[config.mk]
export PLATFORM = sky130hd
export DESIGN_NAME = issue_queue
export DESIGN_NICKNAME = d
export VERILOG_FILES = /design/src/rtl/issue_queue.sv
export SDC_FILE = /design/constraint.sdc
export NUM_CORES = 2
export LEC_CHECK = 0
export CAP_MARGIN = 20
export CORE_MARGIN = 1.5
export CORE_UTILIZATION = 23
export CTS_CLUSTER_DIAMETER = 50
export DETAILED_ROUTE_END_ITERATION = 8
export REMOVE_ABC_BUFFERS = 1
export SYNTH_ARGS = -nofsm -noshare
export SYNTH_HDL_FRONTEND = slang
export SYNTH_SLANG_ARGS = --single-unit
[constraint.sdc]
create_clock -name clk -period 9.5 [get_ports clk]
set_input_delay 0.95 -clock clk [delete_from_list [all_inputs] [get_ports clk]]
set_output_delay 0.95 -clock clk [all_outputs]
set_load 0.01 [all_outputs]
[src/rtl/issue_queue.sv]
// -----------------------------------------------------------------------------
// issue_queue
//
// Collapsing, out-of-order issue queue between rename/dispatch and
// register-read/execute. Entry 0 is always the oldest. Valid entries are
// contiguous from index 0 to count-1, so validity is derived from the
// occupancy count. Each cycle the lowest-index (oldest) ready entry is
// presented for issue. A popped entry is squeezed out by shifting every
// younger entry down one slot.
//
// Ports:
//   clk, sync_rst_n      clock (rising edge), synchronous active-low reset
//   clk_en               global enable; all state holds while low
//   flush                discard every entry at the edge
//   disp_*               dispatch channel (valid/ready handshake)
//   wake_valid/addr      WAKEUP_PORTS physical-tag wakeup broadcasts
//   iss_*                issue channel (valid/ready handshake)
//
// Optional feature (macro ISSUE_QUEUE_OCCUPANCY_EN):
//   iq_count             registered occupancy count
//   iq_almost_full       registered flag, count >= ENTRIES-2
// -----------------------------------------------------------------------------
module issue_queue #(
  parameter int ENTRIES         = 16,
  parameter int OPCODE_WIDTH    = 7,
  parameter int PHYS_COUNT      = 128,
  parameter int PHYS_ADDR_WIDTH = $clog2(PHYS_COUNT),
  parameter int WAKEUP_PORTS    = 2,
  parameter int CNT_WIDTH       = $clog2(ENTRIES + 1)
) (
  input  logic                                          clk,
  input  logic                                          sync_rst_n,
  input  logic                                          clk_en,
  input  logic                                          flush,
  input  logic                                          disp_valid,
  output logic                                          disp_ready,
  input  logic [OPCODE_WIDTH-1:0]                       disp_opcode,
  input  logic [PHYS_ADDR_WIDTH-1:0]                    disp_dest_addr,
  input  logic [1:0][PHYS_ADDR_WIDTH-1:0]               disp_src_addr,
  input  logic [1:0]                                    disp_src_used,
  input  logic [1:0]                                    disp_src_rdy,
  input  logic [WAKEUP_PORTS-1:0]                       wake_valid,
  input  logic [WAKEUP_PORTS-1:0][PHYS_ADDR_WIDTH-1:0]  wake_addr,
  output logic                                          iss_valid,
  input  logic                                          iss_ready,
  output logic [OPCODE_WIDTH-1:0]                       iss_opcode,
  output logic [PHYS_ADDR_WIDTH-1:0]                    iss_dest_addr,
  output logic [1:0][PHYS_ADDR_WIDTH-1:0]               iss_src_addr,
  output logic [1:0]                                    iss_src_used
`ifdef ISSUE_QUEUE_OCCUPANCY_EN
  ,
  output logic [CNT_WIDTH-1:0]                          iq_count,
  output logic                                          iq_almost_full
`endif
);

  localparam int IDX_W = $clog2(ENTRIES);

  typedef struct packed {
    logic [OPCODE_WIDTH-1:0]         opcode;
    logic [PHYS_ADDR_WIDTH-1:0]      dest;
    logic [1:0][PHYS_ADDR_WIDTH-1:0] src_addr;
    logic [1:0]                      src_used;
    logic [1:0]                      src_rdy;
  } entry_t;

  entry_t               ent_q [ENTRIES];
  entry_t               ent_d [ENTRIES];
  entry_t               woke  [ENTRIES];
  entry_t               new_ent;
  logic [CNT_WIDTH-1:0] count_q, count_d;
  logic [CNT_WIDTH-1:0] wr_idx;
  logic [ENTRIES-1:0]   ent_vld;
  logic [ENTRIES-1:0]   ent_rdy;
  logic [IDX_W-1:0]     sel_idx;
  logic                 any_rdy;
  logic                 pop;
  logic                 push;

  // True when any valid wakeup port broadcasts this tag.
  function automatic logic tag_woken(
    input logic [PHYS_ADDR_WIDTH-1:0]                   tag,
    input logic [WAKEUP_PORTS-1:0]                      wv,
    input logic [WAKEUP_PORTS-1:0][PHYS_ADDR_WIDTH-1:0] wa
  );
    logic hit;
    hit = 1'b0;
    for (int p = 0; p < WAKEUP_PORTS; p++) begin
      if (wv[p] && (wa[p] == tag)) hit = 1'b1;
    end
    return hit;
  endfunction

  // An unused source never blocks issue, regardless of its ready bit.
  function automatic logic entry_ready(input entry_t e);
    return (!e.src_used[0] || e.src_rdy[0]) && (!e.src_used[1] || e.src_rdy[1]);
  endfunction

  always_comb begin
    for (int i = 0; i < ENTRIES; i++) begin
      ent_vld[i] = (CNT_WIDTH'(i) < count_q);
      ent_rdy[i] = ent_vld[i] && entry_ready(ent_q[i]);
    end
  end

  // Oldest-first select: scanning down from the top leaves the lowest
  // ready index in sel_idx.
  always_comb begin
    any_rdy = 1'b0;
    sel_idx = '0;
    for (int i = ENTRIES - 1; i >= 0; i--) begin
      if (ent_rdy[i]) begin
        any_rdy = 1'b1;
        sel_idx = IDX_W'(i);
      end
    end
  end

  assign iss_valid  = sync_rst_n && clk_en && any_rdy;
  // Deliberately independent of iss_ready: no combinational path from execute.
  assign disp_ready = sync_rst_n && clk_en && (count_q < CNT_WIDTH'(ENTRIES)) && !flush;
  assign pop        = iss_valid && iss_ready && !flush;
  assign push       = disp_valid && disp_ready;

  always_comb begin
    iss_opcode    = '0;
    iss_dest_addr = '0;
    iss_src_addr  = '0;
    iss_src_used  = '0;
    if (iss_valid) begin
      iss_opcode    = ent_q[sel_idx].opcode;
      iss_dest_addr = ent_q[sel_idx].dest;
      iss_src_addr  = ent_q[sel_idx].src_addr;
      iss_src_used  = ent_q[sel_idx].src_used;
    end
  end

  always_comb begin
    // Incoming entry; a same-cycle wakeup of its tag is captured directly.
    new_ent.opcode   = disp_opcode;
    new_ent.dest     = disp_dest_addr;
    new_ent.src_addr = disp_src_addr;
    new_ent.src_used = disp_src_used;
    for (int s = 0; s < 2; s++) begin
      new_ent.src_rdy[s] = disp_src_rdy[s] |
                           tag_woken(disp_src_addr[s], wake_valid, wake_addr);
    end

    // Snoop wakeups into every valid, used source.
    for (int i = 0; i < ENTRIES; i++) begin
      woke[i] = ent_q[i];
      for (int s = 0; s < 2; s++) begin
        if (ent_vld[i] && ent_q[i].src_used[s] &&
            tag_woken(ent_q[i].src_addr[s], wake_valid, wake_addr)) begin
          woke[i].src_rdy[s] = 1'b1;
        end
      end
    end

    // Collapse: everything above the popped slot moves down one.
    for (int i = 0; i < ENTRIES; i++) begin
      ent_d[i] = woke[i];
    end
    if (pop) begin
      for (int i = 0; i < ENTRIES - 1; i++) begin
        if (IDX_W'(i) >= sel_idx) ent_d[i] = woke[i + 1];
      end
    end

    // New entry lands just above the youngest survivor.
    wr_idx = count_q - CNT_WIDTH'(pop);
    for (int i = 0; i < ENTRIES; i++) begin
      if (push && (CNT_WIDTH'(i) == wr_idx)) ent_d[i] = new_ent;
    end

    if (flush) begin
      count_d = '0;
    end else begin
      count_d = count_q + CNT_WIDTH'(push) - CNT_WIDTH'(pop);
    end
  end

  // Control state: occupancy count, cleared by reset.
  always_ff @(posedge clk) begin
    if (!sync_rst_n) begin
      count_q <= '0;
    end else if (clk_en) begin
      count_q <= count_d;
    end
  end

  // Payload storage: validity comes from count_q, so no reset is needed.
  always_ff @(posedge clk) begin
    if (clk_en) begin
      for (int i = 0; i < ENTRIES; i++) begin
        ent_q[i] <= ent_d[i];
      end
    end
  end

`ifdef ISSUE_QUEUE_OCCUPANCY_EN
  logic almost_full_q;

  always_ff @(posedge clk) begin
    if (!sync_rst_n) begin
      almost_full_q <= 1'b0;
    end else if (clk_en) begin
      almost_full_q <= (int'(count_d) >= ENTRIES - 2);
    end
  end

  assign iq_count       = count_q;
  assign iq_almost_full = almost_full_q;
`endif

endmodule

* Word-level counts from Yosys, hierarchy flattened
Memory sizes are Yosys's and may differ from the RTL's.
Cells that the tools add are included.
** Word-level totals
- Memories kept :: 1
- Memory bits (writable) :: 512
- Flip-flop bits (word level) :: 5
- Input bits :: 54
- Word-level logic and storage cells :: 546
- Output and inout port bits :: 32
** Memories
- ent_q :: depth 16, bits a word 32, read ports 17, clocked after memory_dff 0, wr ports 16, RTL line 67 : entry_t ent_q [ENTRIES];
** Operators by class
- Multiplexer cells :: 171
- Reduce and logical (&&, ||, !) cells :: 253
- Magnitude comparators :: 32
- $add $sub $neg :: 3
- Bitwise logic cells :: 2
- Equality and inequality tests :: 83
** Operator list (number)
- 2-to-1 mux 32 bit :: 31
- 2-to-1 mux 480 bit :: 1
- equality test 7 bit :: 68
- logical AND 1 bit :: 187
- 2-to-1 mux 1 bit :: 118
- 2-to-1 mux 4 bit :: 16
- equality test 4 x 5 -> 1 bit (first input constant) :: 8
- < comparator 4 x 5 -> 1 bit (first input constant) :: 8
- zero test 1 bit :: 33
- logical OR 1 bit :: 32
- >= comparator 4 bit (first input constant) :: 7
- equality test 3 x 5 -> 1 bit (first input constant) :: 4
- < comparator 3 x 5 -> 1 bit (first input constant) :: 4
- >= comparator 3 x 4 -> 1 bit (first input constant) :: 4
- 2-to-1 mux 14 bit :: 1
- 2-to-1 mux 7 bit :: 2
- equality test 2 x 5 -> 1 bit (first input constant) :: 2
- < comparator 1 x 5 -> 1 bit (first input constant) :: 2
- < comparator 2 x 5 -> 1 bit (first input constant) :: 2
- subtractor 5 x 1 -> 5 bit :: 2
- >= comparator 1 x 4 -> 1 bit (first input constant) :: 2
- >= comparator 2 x 4 -> 1 bit (first input constant) :: 2
- adder 5 x 1 -> 5 bit :: 1
- equality test 1 x 5 -> 1 bit (first input constant) :: 1
- other kinds (5) :: 6

* Logic depth before layout (Yosys ltp)
- Word-level depth :: 27
- Depth in mapped cells :: 19

* Worst setup path before layout
OpenSTA, ideal clock, no wires.
- Path type :: register -> register
- Start :: register count_q[2]
- End :: memory ent_q[15][1] (netlist name) (data pin)
- Setup time :: 0.361 ns
- Stages on the path, launching flop included :: 16
- Arrival time :: 5.894 ns
- Path slack :: 3.245 ns
- Buffers on the path :: 1
- Data required time :: 9.139 ns
- Cells stage by stage :: dfxtp_1 -> inv_1 -> ha_1 -> nand2_1 -> o221a_2 -> a311oi_4 -> nand4_2 -> nor3_1 -> nor2_2 -> ha_1 -> ha_1 -> a21oi_1 -> or3b_2 -> clkbuf_1 -> nor3_1 -> mux2i_1
** RTL lines
- start: declaration :: RTL line 71 : logic [CNT_WIDTH-1:0] count_q, count_d;
- start signal: assignment :: RTL line 188 : count_q <= count_d;
- end: declaration :: RTL line 67

* Worst setup path in the final report
- Start :: register count_q[3]
- End :: output iss_opcode[3]
** Between the ends
- Word-level cells in the longest chain between the ends :: 20
- Elaborated cells between the ends (all ways) :: 67
- Those cells by class :: order compare (16); mux (33); reduce/logical (17); memory (1)
** RTL lines
- < comparator 4 x 5 -> 1 bit :: RTL line 101 : ent_vld[i] = (CNT_WIDTH'(i) < count_q);
- logical AND 1 bit :: RTL line 102 : ent_rdy[i] = ent_vld[i] && entry_ready(ent_q[i]);
- 2-to-1 mux 4 bit or 2-to-1 mux 1 bit (tied branches) (16 in series) :: RTL line 112 : if (ent_rdy[i]) begin
- memory read (16 x 32 bit) or logical AND 1 bit (tied branches)
- 2-to-1 mux 7 bit * :: RTL line 130 : if (iss_valid) begin
- end: declaration :: RTL line 46 : output logic [OPCODE_WIDTH-1:0] iss_opcode,
Mark *: on every way between the ends. The rest lies on a longest branch, timed or not.

==> results_dict.tcl <==
set metrics [dict create \
    cpLargestDelayFamily "buffers and inverters" \
    cts_num_sinks 517 \
    critPathArrivalTime_ns 6.31 \
    floorplan.rows 140 \
    die_x_um 386 \
    power_density_mw_per_mm2 137 \
    path_clk_slew_ns 0.06 \
    maxCapViolations 0 \
    drc 0 \
    outcome "completed" \
    worstSetupStartpoint "count_q[3]$_SDFFE_PN0P_" \
    slowest_stage "ha_1" \
    rr_endpoint "ent_q[10][2]$_DFFE_PP_" \
    internal_power_mw 3.95 \
    p_sw_share_pct 24.8 \
    endpoint "iss_opcode[3]" \
    setup.worst_path.end_class "output port" \
    seq_area_frac_synth_pct 45.9 \
    nets 3648 \
    wl_um 132000 \
    grt_pass1_vias 27600 \
    hpwl_um 89500 \
    gp_congestion 0.921 \
    yosys-top-cells-area "edfxtp_1 (46%), nand2_1 (10%), xnor2_1 (7.2%), xor2_1 (5.3%), o21ai_0 (4.7%)" \
    synth-seq-cells 517 \
    cts_hold_buffers 0 \
    fin_worst_skew_ns 0.0235 \
    synth_edf_count 512 \
    hp-class "reg2reg" \
    ys_warn_count 0 \
    comb_power_share_pct 7.8 \
    h-tree-depth 2 \
    antenna_found_initial 5 \
    fmax_mhz 138 \
    p_switching_mw 1.30 \
    power.share.sequential_pct 47.6 \
    drive_above_1_share_pct 8.01 \
    coreArea_mm2 0.146 \
    worst_pin_slew_ns 1.21 \
    setup_viol 0 \
    period_needed_ns 7.26 \
    area_growth_pct 14.1 \
    overflow 0 \
    clk_path_buf_depth 3 \
    cts_buffers 57 \
    detail_route.wl_per_cell_um 23.9 \
    busiest_layer "met2" \
    worstReg2RegStart "count_q[3]$_SDFFE_PN0P_" \
    cp-start-kind "register" \
    async_reset_ff_share_pct 0 \
    fin_total_pwr_mw 5.25 \
    yosysTopAreaCell "edfxtp_1" \
    ios 86 \
    grt_pass1_wl_um 193000 \
    dr.pass1.iters 8 \
    yosysMostFrequentCell "nand2_1" \
    crit_fanout 151 \
    worstPathCellList "inv_1 > ha_1 > a21oi_1 > o221a_2 > nor4_1 > nor4b_4 > a31oi_4 > buf_4 > a21oi_4 > buf_12 > mux2i_1 > a221oi_1 > and4_1 > clkdlybuf4s50_1" \
    synthFlopType "edfxtp_1" \
    num_vias 29500 \
    finalCritPeriodShare_pct 76.4 \
    ys_types 72 \
    yosys-top-cells-count "nand2_1 (931), edfxtp_1 (512), o21ai_0 (315), xnor2_1 (276), clkbuf_1 (260)" \
    gr-usage-all-layers_pct 17.3 \
    avgSynthCellArea_um2 9.19 \
    chipHeight_um 386 \
    synthesis.area_mm2 0.0337 \
    grt_max_degree 152 \
    start_util_pct 23.1 \
    path_class "reg2out" \
    postCtsSetupBuffers 0 \
    cts_tree "built" \
    antenna_left 0 \
    use_met1_pct 23.6 \
    timing.final.max_slew_violations 0 \
    r2r_cells 15 \
    required_ns 8.55 \
    port_buffers 85 \
    syn_inst 3664 \
    p_clk_share_pct 44.6 \
    grt_use_met3_pct 2.89 \
    maxSlewHeadroom_pct 19.3 \
    final-hold-violation-count 0 \
    path_buf_inv 4 \
    vdd_drop_max_mv 0.137 \
    p_leak_nw 12.8 \
    cts_root_buf "clkbuf_16" \
    via_per_inst 5.32 \
    reg2reg_slack_ns 2.81 \
    setup_ws_ns 2.24 \
    critPathMaxStageDelay_ns 0.77 \
    dp_slack_ns 3.05 \
    clk_latency_ns 0.65 \
    crit_cells 14 \
    cts_resized 0 \
    grt_util_met2_pct 27.2 \
    grt_setup_unrepaired "false" \
    synth_top_area_share_pct 45.6 \
    first_iter_violations 3782 \
    dieArea_mm2 0.149 \
]
==> power groups by stage <==
stage	clock network, mW	logic (mW)	registers [mW]
2_1_floorplan	0	0.187	2.55
3_3_place_gp	0	0.394	2.55
3_5_place_dp	0	0.398	2.55
4_1_cts	2.37	0.400	2.50
5_1_grt	2.44	0.427	2.50
6_report	2.34	0.408	2.50
==> flip-flops by register name, summed over array words and instances (netlist names) <==
signal,flops
count_q,5
ent_q,512
==> cell type report <==
type                       count  area, µm²
tap                         1917       2400
fill                       15400     107000
timing repair buffer         183       1550
antenna                        1       2.50
clock inverter                43        459
inverter                      35        131
sequential                   517      15500
multi-input combinational   2784      17000
clock buffer                  60       1440
==> layout by cell type, fill, tap and decap left out, drive strengths merged, types with 92 or more instances in the layout <==
cell	instances
o21ai	415
a31oi	98
nand2	933
edfxtp	512
nor2	92
nand4	104
xor2	205
buf	115
mux2i	104
xnor2	276
==> stage by stage <==
stage                     instances  area (µm²)  util, %  hold WS (ns)  TNS (ns)
after global routing           5539       38400     26.4         0.578         0
after CTS                      5538       38400     26.4         0.559         0
after global placement         5434       36500     25.1         0.536         0
after detailed placement       5435       36500     25.1         0.544         0
after floorplan                3336       32300        -         0.530   -262.43
final                          5540       38400     26.4         0.560         0
==> worst min-delay path by stage <==
stage / slack, ns / start / end / depth (start not counted)
global placement: 0.54 / ent_q[8][31]$_DFFE_PP_ / ent_q[7][31]$_DFFE_PP_ / 1
CTS: 0.56 / ent_q[8][22]$_DFFE_PP_ / ent_q[7][22]$_DFFE_PP_ / 1
global route: 0.58 / ent_q[6][28]$_DFFE_PP_ / ent_q[5][28]$_DFFE_PP_ / 1
finish: 0.56 / ent_q[8][23]$_DFFE_PP_ / ent_q[7][23]$_DFFE_PP_ / 1
detailed placement: 0.54 / ent_q[8][22]$_DFFE_PP_ / ent_q[7][22]$_DFFE_PP_ / 1
floorplan: 0.53 / ent_q[8][23]$_DFFE_PP_ / ent_q[7][23]$_DFFE_PP_ / 1
==> cells by family after synthesis <==
family	synth area share [%]
and+or+nand+nor	17.3
AOI/OAI and AO/OA	16.0
DFF	45.9
xor gates and xnor gates	12.5
buffers and inverters	4.39
muxes	3.29
adders and majority gates	0.617
==> routing by layer <==
metal / part of all wire (%) / routed length [µm]
met1: 41 / 54300
met2: 45 / 59400
met3: 10 / 13500
met4: 3.9 / 5140
met5: 0.026 / 35
No activity file was read; power rests on OpenSTA's default activity.
